--- config.mk ---
export PLATFORM = sky130hd
export DESIGN_NAME = bus_arbiter
export DESIGN_NICKNAME = d
export VERILOG_FILES = /design/src/rtl/bus_arbiter.sv
export SDC_FILE = /design/constraint.sdc
export NUM_CORES = 1
export LEC_CHECK = 0
export CORE_UTILIZATION = 45
export CTS_CLUSTER_SIZE = 25
export DETAILED_ROUTE_END_ITERATION = 7
export PLACE_DENSITY = 0.73
export RECOVER_POWER = 100
export SLEW_MARGIN = 5
export SYNTH_ARGS = -nofsm -noshare
export SYNTH_HDL_FRONTEND = slang
export SYNTH_SLANG_ARGS = --single-unit
export TNS_END_PERCENT = 10
--- constraint.sdc ---
create_clock -name clk -period 4.15 [get_ports clk]
set_input_delay 0.415 -clock clk [delete_from_list [all_inputs] [get_ports clk]]
set_output_delay 0.415 -clock clk [all_outputs]
set_load 0.05 [all_outputs]
--- src/rtl/bus_arbiter.sv ---
// Round-robin arbiter for one shared downstream resource.
// Grants are held until done, requester withdrawal, or HOLD_MAX cycles, then one GAP cycle.
module bus_arbiter #(
  parameter int NREQ     = 4,
  parameter int HOLD_MAX = 8,
  localparam int IW      = (NREQ > 1) ? $clog2(NREQ) : 1,
  localparam int CW      = $clog2(HOLD_MAX + 1)
) (
  input  logic            clk,
  input  logic            rst,
  input  logic [NREQ-1:0] req,
  input  logic            done,
  output logic [NREQ-1:0] gnt,
  output logic [IW-1:0]   gnt_id,
  output logic            busy,
  output logic            timeout
);

  typedef enum logic [1:0] {IDLE, GRANT, GAP} state_t;

  state_t          state, state_n;
  logic [IW-1:0]   ptr, ptr_n;
  logic [CW-1:0]   cnt, cnt_n;
  logic [NREQ-1:0] gnt_n;
  logic [IW-1:0]   id_n;
  logic            busy_n, to_n;

  logic [IW-1:0]   win;
  logic            found;
  logic [IW:0]     idx;
  logic            at_max;

  // Rotating priority search: scan offsets high-to-low so the nearest set bit from ptr wins.
  always_comb begin
    win   = '0;
    found = 1'b0;
    idx   = '0;
    for (int k = NREQ - 1; k >= 0; k--) begin
      idx = {1'b0, ptr} + (IW+1)'(k);
      if (idx >= (IW+1)'(NREQ)) idx = idx - (IW+1)'(NREQ);
      if (req[idx[IW-1:0]]) begin
        win   = idx[IW-1:0];
        found = 1'b1;
      end
    end
  end

  assign at_max = (cnt == CW'(HOLD_MAX));

  always_comb begin
    state_n = state;
    ptr_n   = ptr;
    cnt_n   = cnt;
    gnt_n   = gnt;
    id_n    = gnt_id;
    busy_n  = busy;
    to_n    = 1'b0;
    unique case (state)
      IDLE: begin
        if (found) begin
          state_n = GRANT;
          gnt_n   = {{(NREQ-1){1'b0}}, 1'b1} << win;
          id_n    = win;
          busy_n  = 1'b1;
          cnt_n   = CW'(1);
          ptr_n   = (win == IW'(NREQ - 1)) ? '0 : win + IW'(1);
        end
      end
      GRANT: begin
        if (done || !req[gnt_id] || at_max) begin
          state_n = GAP;
          gnt_n   = '0;
          id_n    = '0;
          busy_n  = 1'b0;
          cnt_n   = '0;
          // Forced release only; a coincident done counts as normal completion.
          to_n    = at_max && !done && req[gnt_id];
        end else begin
          cnt_n   = at_max ? cnt : cnt + CW'(1);
        end
      end
      GAP: begin
        state_n = IDLE;
      end
      default: state_n = IDLE;
    endcase
  end

  always_ff @(posedge clk) begin
    if (rst) begin
      state   <= IDLE;
      ptr     <= '0;
      cnt     <= '0;
      gnt     <= '0;
      gnt_id  <= '0;
      busy    <= 1'b0;
      timeout <= 1'b0;
    end else begin
      state   <= state_n;
      ptr     <= ptr_n;
      cnt     <= cnt_n;
      gnt     <= gnt_n;
      gnt_id  <= id_n;
      busy    <= busy_n;
      timeout <= to_n;
    end
  end

endmodule

==> results of run 1 <==
cell families after synthesis:
group / count (synthesis) / share of synthesized area (%)
compound gates: 24 / 24.5
buf+inv: 10 / 4.49
fa+ha+maj: 6 / 8.68
xor+xnor: 1 / 1.01
mux: 2 / 2.32
flops: 16 / 37.0
simple gates: 30 / 22.0
power by group through the flow:
stage / sequential [uW] / combinational [uW] / clock [uW]
3_3_place_gp: 193 / 140 / 0
4_1_cts: 190 / 142 / 109
3_5_place_dp: 194 / 142 / 0
2_1_floorplan: 221 / 70.6 / 0
6_report: 189 / 131 / 106
5_1_grt: 193 / 144 / 115
critical path, cell delays in order:
cell	delay [ns]
dlygate4sd3_1	0.62
nor4_1	0.66
a21oi_1	0.28
o2bb2ai_1	0.55
a22o_1	0.24
area by class of cell:
cell class	instances	share of cell area (%)
Inverter	9	3.30
Sequential cell	16	31.3
Tap cell	25	3.06
Multi-Input combinational cell	63	45.1
Timing Repair Buffer	14	13.7
Clock buffer	4	3.55
sequential cells by signal, indices dropped and copies added, names as in the netlist:
name,cells
ptr,2
gnt,4
state,2
gnt_id,2
cnt,4
busy,1
timeout,1
cell usage in the layout (no fill, tap or decap), types with 2 or more instances in the layout:
cell type	instances
a211oi_1	2
a21o_1	2
a21oi_1	4
a22o_1	5
clkbuf_4	3
clkdlybuf4s50_1	5
dfxtp_1	16
dlygate4sd3_1	9
ha_1	6
inv_1	9
mux2i_1	2
nand2_1	5
nand2b_1	5
nand3_1	2
nor2_1	4
o22ai_1	3
o2bb2ai_1	2
worst max-delay path by stage:
stage                            to  slack, ns
after CTS                 gnt_id[1]       2.16
after floorplan           gnt_id[0]       2.58
after global routing         gnt[0]       1.39
after detailed placement     gnt[0]       1.87
after global placement       gnt[0]       1.89
final                        gnt[0]       1.62
routing by layer:
layer,routed length (um),up-vias,track usage [%]
li1,-,354,-
met1,848,316,23.1
met2,761,14,28.6
met3,51,7,5.56
met4,57,0,14.1
met5,0,-,0
metrics by stage:
| step | util (%) | area, um2 | hold WS [ns] |
|---|---|---|---|
| 2_1_floorplan | - | 865 | 0.486 |
| 3_3_place_gp | 58.4 | 1030 | 0.434 |
| 3_5_place_dp | 58.4 | 1030 | 0.438 |
| 4_1_cts | 60.5 | 1070 | 0.462 |
| 5_1_grt | 58.0 | 1020 | 0.482 |
| 6_report | 58.0 | 1020 | 0.453 |
==> metrics.txt, run 1 <==
status=finished clean; sequential share of the synthesized area=37.0%; Synth area leaders=dfxtp_1, ha_1, a22o_1; final setup fails=0; vias in the first global route=644; Core Box Area=1760 um2; Post-DP HPWL=1.28 mm; critical path startpoint=req[1]; cell chosen for the clock root=clkbuf_4; fin crit share=60.9%; CP Class=in -> reg; post-placement setup slack=1.87 ns; post-route minimum period=2.53 ns; FF-to-FF setup slack=2.32 ns; Syn Std Cell Area=865 um2; footprint of the multi-input gates=roughly 460 um2; Fillers=167; Area Overhead vs Synth=18.4%; Crit path required time=about 4.4 ns; DIE AREA=2100 um2; Ports=15; I/O Buffers=14; Final Hold Vio Count=0; 1st-pass router iterations=3; top cells by count, synth=dfxtp_1, inv_1, ha_1; synthesized net count=around 100; Layout Nets=120; Congestion Overflow GR=0; post-synth cell types=38; initial antenna violation count=0; Placer Congestion=0.738; fmax=0.396 GHz; antenna cells=0; r2r endpoint=gnt[0]; Hold Startpoint=busy; Clock power frac=24.9%; Max Cap Viol=0; Hold Path Class=reg -> reg; power share of the combinational group=30.8%; P_int=275 uW; total power=427 uW; drt initial violations=7; Post-synth EDFFs=0; ys flop type=dfxtp_1; Reg2Reg Launch Point=gnt_id[0]; relative slew slack=between 50% and 60%; # rows=15; Syn Area/Cell=9.71 um2; RSZ-0062 raised after global routing=false; final non-filler cell total=131; FFs w/ async S/R, synth=0%; fin. max-slew vios=0; depth of the most critical reg-to-reg path=4; die height=45.8 um; final worst slack=roughly 1.6 ns; CTS Buffer Depth=2; later-pin clock latency in the skew report=0.30 ns; Clk pin slew, worst setup/hold paths=0.10 ns; Min-Delay Endpoint=busy; worst-path fanout max=8; critical path startpoint category=input pin; largest net degree at the start of global routing=10; count leader, synth=dfxtp_1; post-cts resize count=0; Yosys top cell area share=37.0%; H-tree depth reported by CTS=1; WL/cell=13.1 um; Hold Path Cell Cnt=1; Post-Place Cells=127; total wire length=1.72 mm; Num CTS Buffers=3; post-synth top area cell=dfxtp_1; Setup Buffers After CTS=0; total track usage=19.1%; worst slew pin tran=0.696 ns; Final ANT Viol Nets=0; final setup TNS=0 ns; Initial Util=49.0%; clk sink count=16; Sw Pwr=152 uW; first-pass GRT wire length=2.74 mm; share of layout cells above drive strength 1=about 7.5%; FF+latch area=320 um2; Synth Instances=89; Post-CTS Hold Fix Bufs=0; vias=691; Sw Ratio=35.6%; P_leak=approximately 0.00045 uW; CTS tree=built; peak supply drop=~0.00020 V; Yosys reg bits=16; DRC=0; vias per cell=between 5 and 6; die width=45.8 um; Worst EP arrival=2.76 ns; Seq pwr share=44.4%; Pwr Density=~420 nW/um2; Clock Skews=0.00559 ns; crit path capture type=flop; Synth Warn #=0
Note: power is estimated with default switching activity, not from simulation.
==> inputs of run 2 (changes only) <==
==> constraint.sdc (replaced) <==
create_clock -name clk -period 2.45 [get_ports clk]
set_input_delay 0.245 -clock clk [delete_from_list [all_inputs] [get_ports clk]]
set_output_delay 0.245 -clock clk [all_outputs]
set_load 0.05 [all_outputs]
==> run 2 against run 1 <==
Wire length grew 6.5%. Clock power increased by 70%. Sequential share of layout area fell by 1.0 points. Largest cell class unchanged. Non-clock buffer count is 2 higher. Via count rose by 2.9%. Critical path type unchanged. Sequential power rose by 70%. Final cell count up 1.5%. Highest routed layer unchanged.
==> metrics.txt, run 2 (synthesized netlist as in run 1, its figures left out) <==
post-route minimum period=2.00 ns; Clock Skews=0.00213 ns (-0.00346 ns); RSZ-0062 raised after global routing=false; WL/cell=13.8 um (+4.9%); Post-CTS Hold Fix Bufs=0 (unchanged); Clk pin slew, worst setup/hold paths=0.10 ns (about the same); Initial Util=49.0% (unchanged); Layout Nets=122 (+1.7%); crit-path cells=clkdlybuf4s50_1 > nor4_1 > a21oi_1 > o2bb2ai_4 > a22o_1; crit path capture type=flop; Setup Buffers After CTS=0 (unchanged); CP Class=in -> reg; Ports=15 (unchanged); # rows=15 (unchanged); CTS Buffer Depth=2 (unchanged); biggest regs=cnt x4, gnt x4; total track usage=20.7% (+1.6 points); total power=742 uW (+74%); DP Area=1050 um2 (+1.5%); Slowest-stage cell, CP=nor4_1; cell chosen for the clock root=clkbuf_4; DRC=0 (unchanged); vias in the first global route=669 (+3.9%); Hold Startpoint=busy; largest net degree at the start of global routing=10 (unchanged); status=finished clean; final setup fails=0 (unchanged); share of layout cells above drive strength 1=10.2% (+2.6 points); Final Hold Vio Count=0 (unchanged); final setup TNS=0 ns (unchanged); die width=45.8 um (unchanged); vias=711 (+2.9%); vias per cell=5.35 (+1.3%); DIE AREA=2100 um2 (unchanged); total wire length=1.83 mm (+6.5%); die height=45.8 um (unchanged); relative slew slack=46.7% (-6.5 points); P_leak=0.000465 uW (+3.0%); FF-to-FF setup slack=0.73 ns (-1.59 ns); fin crit share=81.5%; drt initial violations=7 (unchanged); critical path startpoint category=input pin; H-tree depth reported by CTS=1 (unchanged); I/O Buffers=14 (unchanged); Final ANT Viol Nets=0 (unchanged); most frequent cells in the layout=dfxtp_1, inv_1, dlygate4sd3_1; Worst EP arrival=2.24 ns (-0.52 ns); critical path startpoint=req[1]; antenna cells=0 (unchanged); peak supply drop=0.000411 V (+110%); post-cts resize count=0 (unchanged); Core Box Area=1760 um2 (unchanged); worst slew pin tran=0.799 ns (+0.103 ns); first-pass GRT wire length=3.00 mm (+9.6%); Hold Path Class=reg -> reg; commonest non-fill, non-tap cell in the layout=dfxtp_1; initial antenna violation count=0 (unchanged); Num CTS Buffers=3 (unchanged); Max Cap Viol=0 (unchanged); CTS tree=built; worst-path fanout max=8 (unchanged); Area Overhead vs Synth=22.3%; fin. max-slew vios=0 (unchanged); Crit path required time=2.69 ns (-1.69 ns); Post-DP HPWL=1.35 mm (+5.3%); clk sink count=16 (unchanged); Post-Place Cells=129 (+1.6%); fmax=0.501 GHz; 1st-pass router iterations=4 (+1); later-pin clock latency in the skew report=0.29 ns (about the same); Max stage delay on crit path=0.68 ns (+0.02 ns); Reg2Reg Launch Point=gnt_id[0]; Final Cell Area=1060 um2 (+3.3%); Pwr Density=702 nW/um2 (+68%); final non-filler cell total=133 (+1.5%); Congestion Overflow GR=0 (unchanged); Placer Congestion=0.774 (+4.8%)
run 2: path summary, 6_finish.rpt:
kind / end / cells past startpoint
max: gnt[2] / 5
min: busy / 1
max reg2reg: gnt[2] / 4
min reg2reg: busy / 1
run 2: power breakdown:
group / leakage, uW / total (uW) / internal (uW) / switching [uW]
clock network: 0.0000210 / 180 / 90.7 / 89.5
registers: 0.000131 / 322 / 291 / 30.3
logic: 0.000312 / 240 / 92.1 / 148
run 2: worst max-delay path, delay by kind of cell:
kind | cells | cell delay, ns
AO/OA/AOI/OAI | 3 | 0.82
buffers and inverters | 1 | 0.49
AND/OR/NAND/NOR | 1 | 0.68
run 2: cell type report:
type,instances,area [um2]
fill,165,707
inverter,9,33.8
timing repair buffer,16,155
multi-input combinational,63,480
tap,25,31.3
clock buffer,4,36.3
sequential,16,320
run 2: stage by stage:
step | hold slack [ns] | utilization (%) | setup WS [ns]
after floorplan | 0.486 | - | 0.880
after global placement | 0.436 | 59.3 | 0.422
after detailed placement | 0.464 | 59.3 | 0.383
after CTS | 0.486 | 61.3 | 0.643
after global routing | 0.504 | 59.9 | 0.315
final | 0.476 | 59.9 | 0.454
run 2: metal layers:
layer  part of all wire (%)  global-route usage [%]
met1                     47                    25.5
met3                    3.9                    5.95
met5                      0                       0
met4                   0.33                    7.06
met2                     49                    34.3
==> inputs of run 3 (changes only) <==
--- a/config.mk
+++ b/config.mk
@@ -8,7 +8,7 @@
 export CORE_UTILIZATION = 45
 export CTS_CLUSTER_SIZE = 25
 export DETAILED_ROUTE_END_ITERATION = 7
-export PLACE_DENSITY = 0.73
+export PLACE_DENSITY = 0.75
 export RECOVER_POWER = 100
 export SLEW_MARGIN = 5
 export SYNTH_ARGS = -nofsm -noshare
==> constraint.sdc (replaced) <==
create_clock -name clk -period 1.8 [get_ports clk]
set_input_delay 0.18 -clock clk [delete_from_list [all_inputs] [get_ports clk]]
set_output_delay 0.18 -clock clk [all_outputs]
set_load 0.05 [all_outputs]
==> run 3 against run 2 <==
Final cell count rose by 9.0%. Non-clock buffer count rose by 12. Final area rose by 9.3%. Critical path depth fell by 4. Combinational power rose by 55%. Global-route usage fell by 0.74 points. Sequential cell count did not move. Largest cell class unchanged. Worst hold slack got worse by 0.0092 ns. Largest power group unchanged. Clock skew rose by 0.0048 ns. Clock power rose by 29%. Setup slack got worse by 0.40 ns.
==> metrics.txt, run 3 (synthesized netlist as in run 1, its figures left out) <==
WL met1=863 um (+1.1%); Core Box Area=1760 um2 (unchanged); vias in the first global route=678 (+1.3%); Worst EP arrival=1.57 ns (-0.67 ns); clk sink count=16 (unchanged); Final Hold Vio Count=0 (unchanged); Layout Nets=134 (+9.8%); biggest regs=cnt x4, gnt x4; share of layout cells above drive strength 1=20.8% (+11 points); Ports=15 (unchanged); peak supply drop=0.000509 V (+24%); Num CTS Buffers=3 (unchanged); Hold Path Class=reg -> reg; Max stage delay on crit path=0.84 ns (+0.16 ns); vias per cell=5.15 (-3.6%); Top Metal Used=met4; WL/cell=12.7 um (-7.4%); Reg2Reg Launch Point=gnt_id[0]; Final ANT Viol Nets=0 (unchanged); CTS Buffer Depth=2 (unchanged); die width=45.8 um (unchanged); Final Cell Area=1160 um2 (+9.3%); CTS tree=built; initial antenna violation count=0 (unchanged); 1st-pass router iterations=4 (unchanged); Area Overhead vs Synth=33.7%; total track usage=20.0% (-0.74 points); status=finished clean; Slowest-stage cell, CP=clkdlybuf4s50_1; commonest non-fill, non-tap cell in the layout=dfxtp_1; Crit path max-delay family=buffers and inverters; largest net degree at the start of global routing=10 (unchanged); Placer Congestion=0.731 (-5.6%); worst-path fanout max=4 (-4); cell chosen for the clock root=clkbuf_4; post-cts resize count=0 (unchanged); WP buf/inv=1 (unchanged); fmax=0.573 GHz; DR WL met3=48 um (-33%); Setup Buffers After CTS=0 (unchanged); Post-DP HPWL=1.45 mm (+7.4%); Hold Startpoint=busy; drt initial violations=14 (+7); Fillers=158 (-4.2%); crit-path cells=clkdlybuf4s50_1; DP Area=1140 um2 (+8.6%); DRC=0 (unchanged); post-route minimum period=1.75 ns; I/O Buffers=14 (unchanged); first-pass GRT wire length=2.95 mm (-1.8%); later-pin clock latency in the skew report=0.28 ns (about the same); Pwr Density=905 nW/um2 (+29%); final setup fails=0 (unchanged); Clock Skews=0.00692 ns (+0.00480 ns); vias=747 (+5.1%); antenna cells=0 (unchanged); # rows=15 (unchanged); final hold slack=0.467 ns (-0.00925 ns); critical path startpoint=gnt_id[1]; relative slew slack=65.9% (+19 points); CP Class=reg -> out; Post-CTS Hold Fix Bufs=0 (unchanged); DIE AREA=2100 um2 (unchanged); total wire length=1.85 mm (+0.93%); P_leak=0.000515 uW (+11%); H-tree depth reported by CTS=1 (unchanged); Crit path required time=1.62 ns (-1.07 ns); Clk pin slew, worst setup/hold paths=0.10 ns (about the same); fin crit share=97.0%; die height=45.8 um (unchanged); RSZ-0062 raised after global routing=false; fin. max-slew vios=0 (unchanged); WL met2=907 um (+1.1%); Initial Util=49.0% (unchanged); Congestion Overflow GR=0 (unchanged); worst slew pin tran=0.509 ns (-0.290 ns); critical path startpoint category=flop; most frequent cells in the layout=dfxtp_1, buf_4, inv_1; Max Cap Viol=0 (unchanged); crit path capture type=output pin
-- run 3: cell types whose count changed in the layout (fill, tap and decap cells not counted), sizes merged --
cell / previous run / this run
buf: 2 / 13
clkbuf: 4 / 5
clkdlybuf4s50: 6 / 7
dlygate4sd3: 8 / 7
-- run 3: area by class of cell --
class,count,area (um2),share of cell area (%)
clock buffers,4,36.3,3.14
inverters,9,33.8,2.92
multi-input cells,63,493,42.6
flip-flops and latches,16,320,27.7
well taps,25,31.3,2.71
repair buffers,28,241,20.9
-- run 3: where the power goes --
part           leakage [uW]  switching (uW)  internal [uW]  total, uW
Sequential         0.000131            43.3            397        440
Combinational      0.000363             208            165        373
Clock             0.0000210             110            123        233
-- run 3: metrics by stage --
| stage | TNS, ns | power [uW] | util, % | cells | worst slack [ns] |
|---|---|---|---|---|---|
| floorplan | 0 | 673 | - | 89 | 0.230 |
| global placement | -0.107 | 825 | 64.4 | 141 | -0.0411 |
| detailed placement | -0.629 | 835 | 64.4 | 141 | -0.106 |
| CTS | 0 | 1070 | 66.5 | 145 | 0.0517 |
| global route | 0 | 1100 | 65.5 | 145 | 0.00456 |
| finish | 0 | 1050 | 65.5 | 145 | 0.0542 |
-- run 3: worst paths after layout --
kind	end	slack, ns	depth (start not counted)
worst min-delay path	busy	0.47	1
worst min register to register	busy	0.47	1
worst max register to register	gnt[2]	0.21	5
worst max-delay path	gnt_id[1]	0.05	1
-- run 3: per-layer routing --
| metal | track usage (%) | up-vias |
|---|---|---|
| li1 | - | 381 |
| met1 | 25.7 | 349 |
| met5 | 0 | - |
| met3 | 2.38 | 4 |
| met2 | 33.1 | 13 |
| met4 | 8.82 | 0 |
-- run 3: worst reg2reg max path: stages, from the launching register on --
cell and delay [ns]:
dfxtp_1 0.34, or2_2 0.31, o22ai_2 0.11, clkbuf_1 0.35
o2bb2ai_2 0.26, a22o_1 0.19
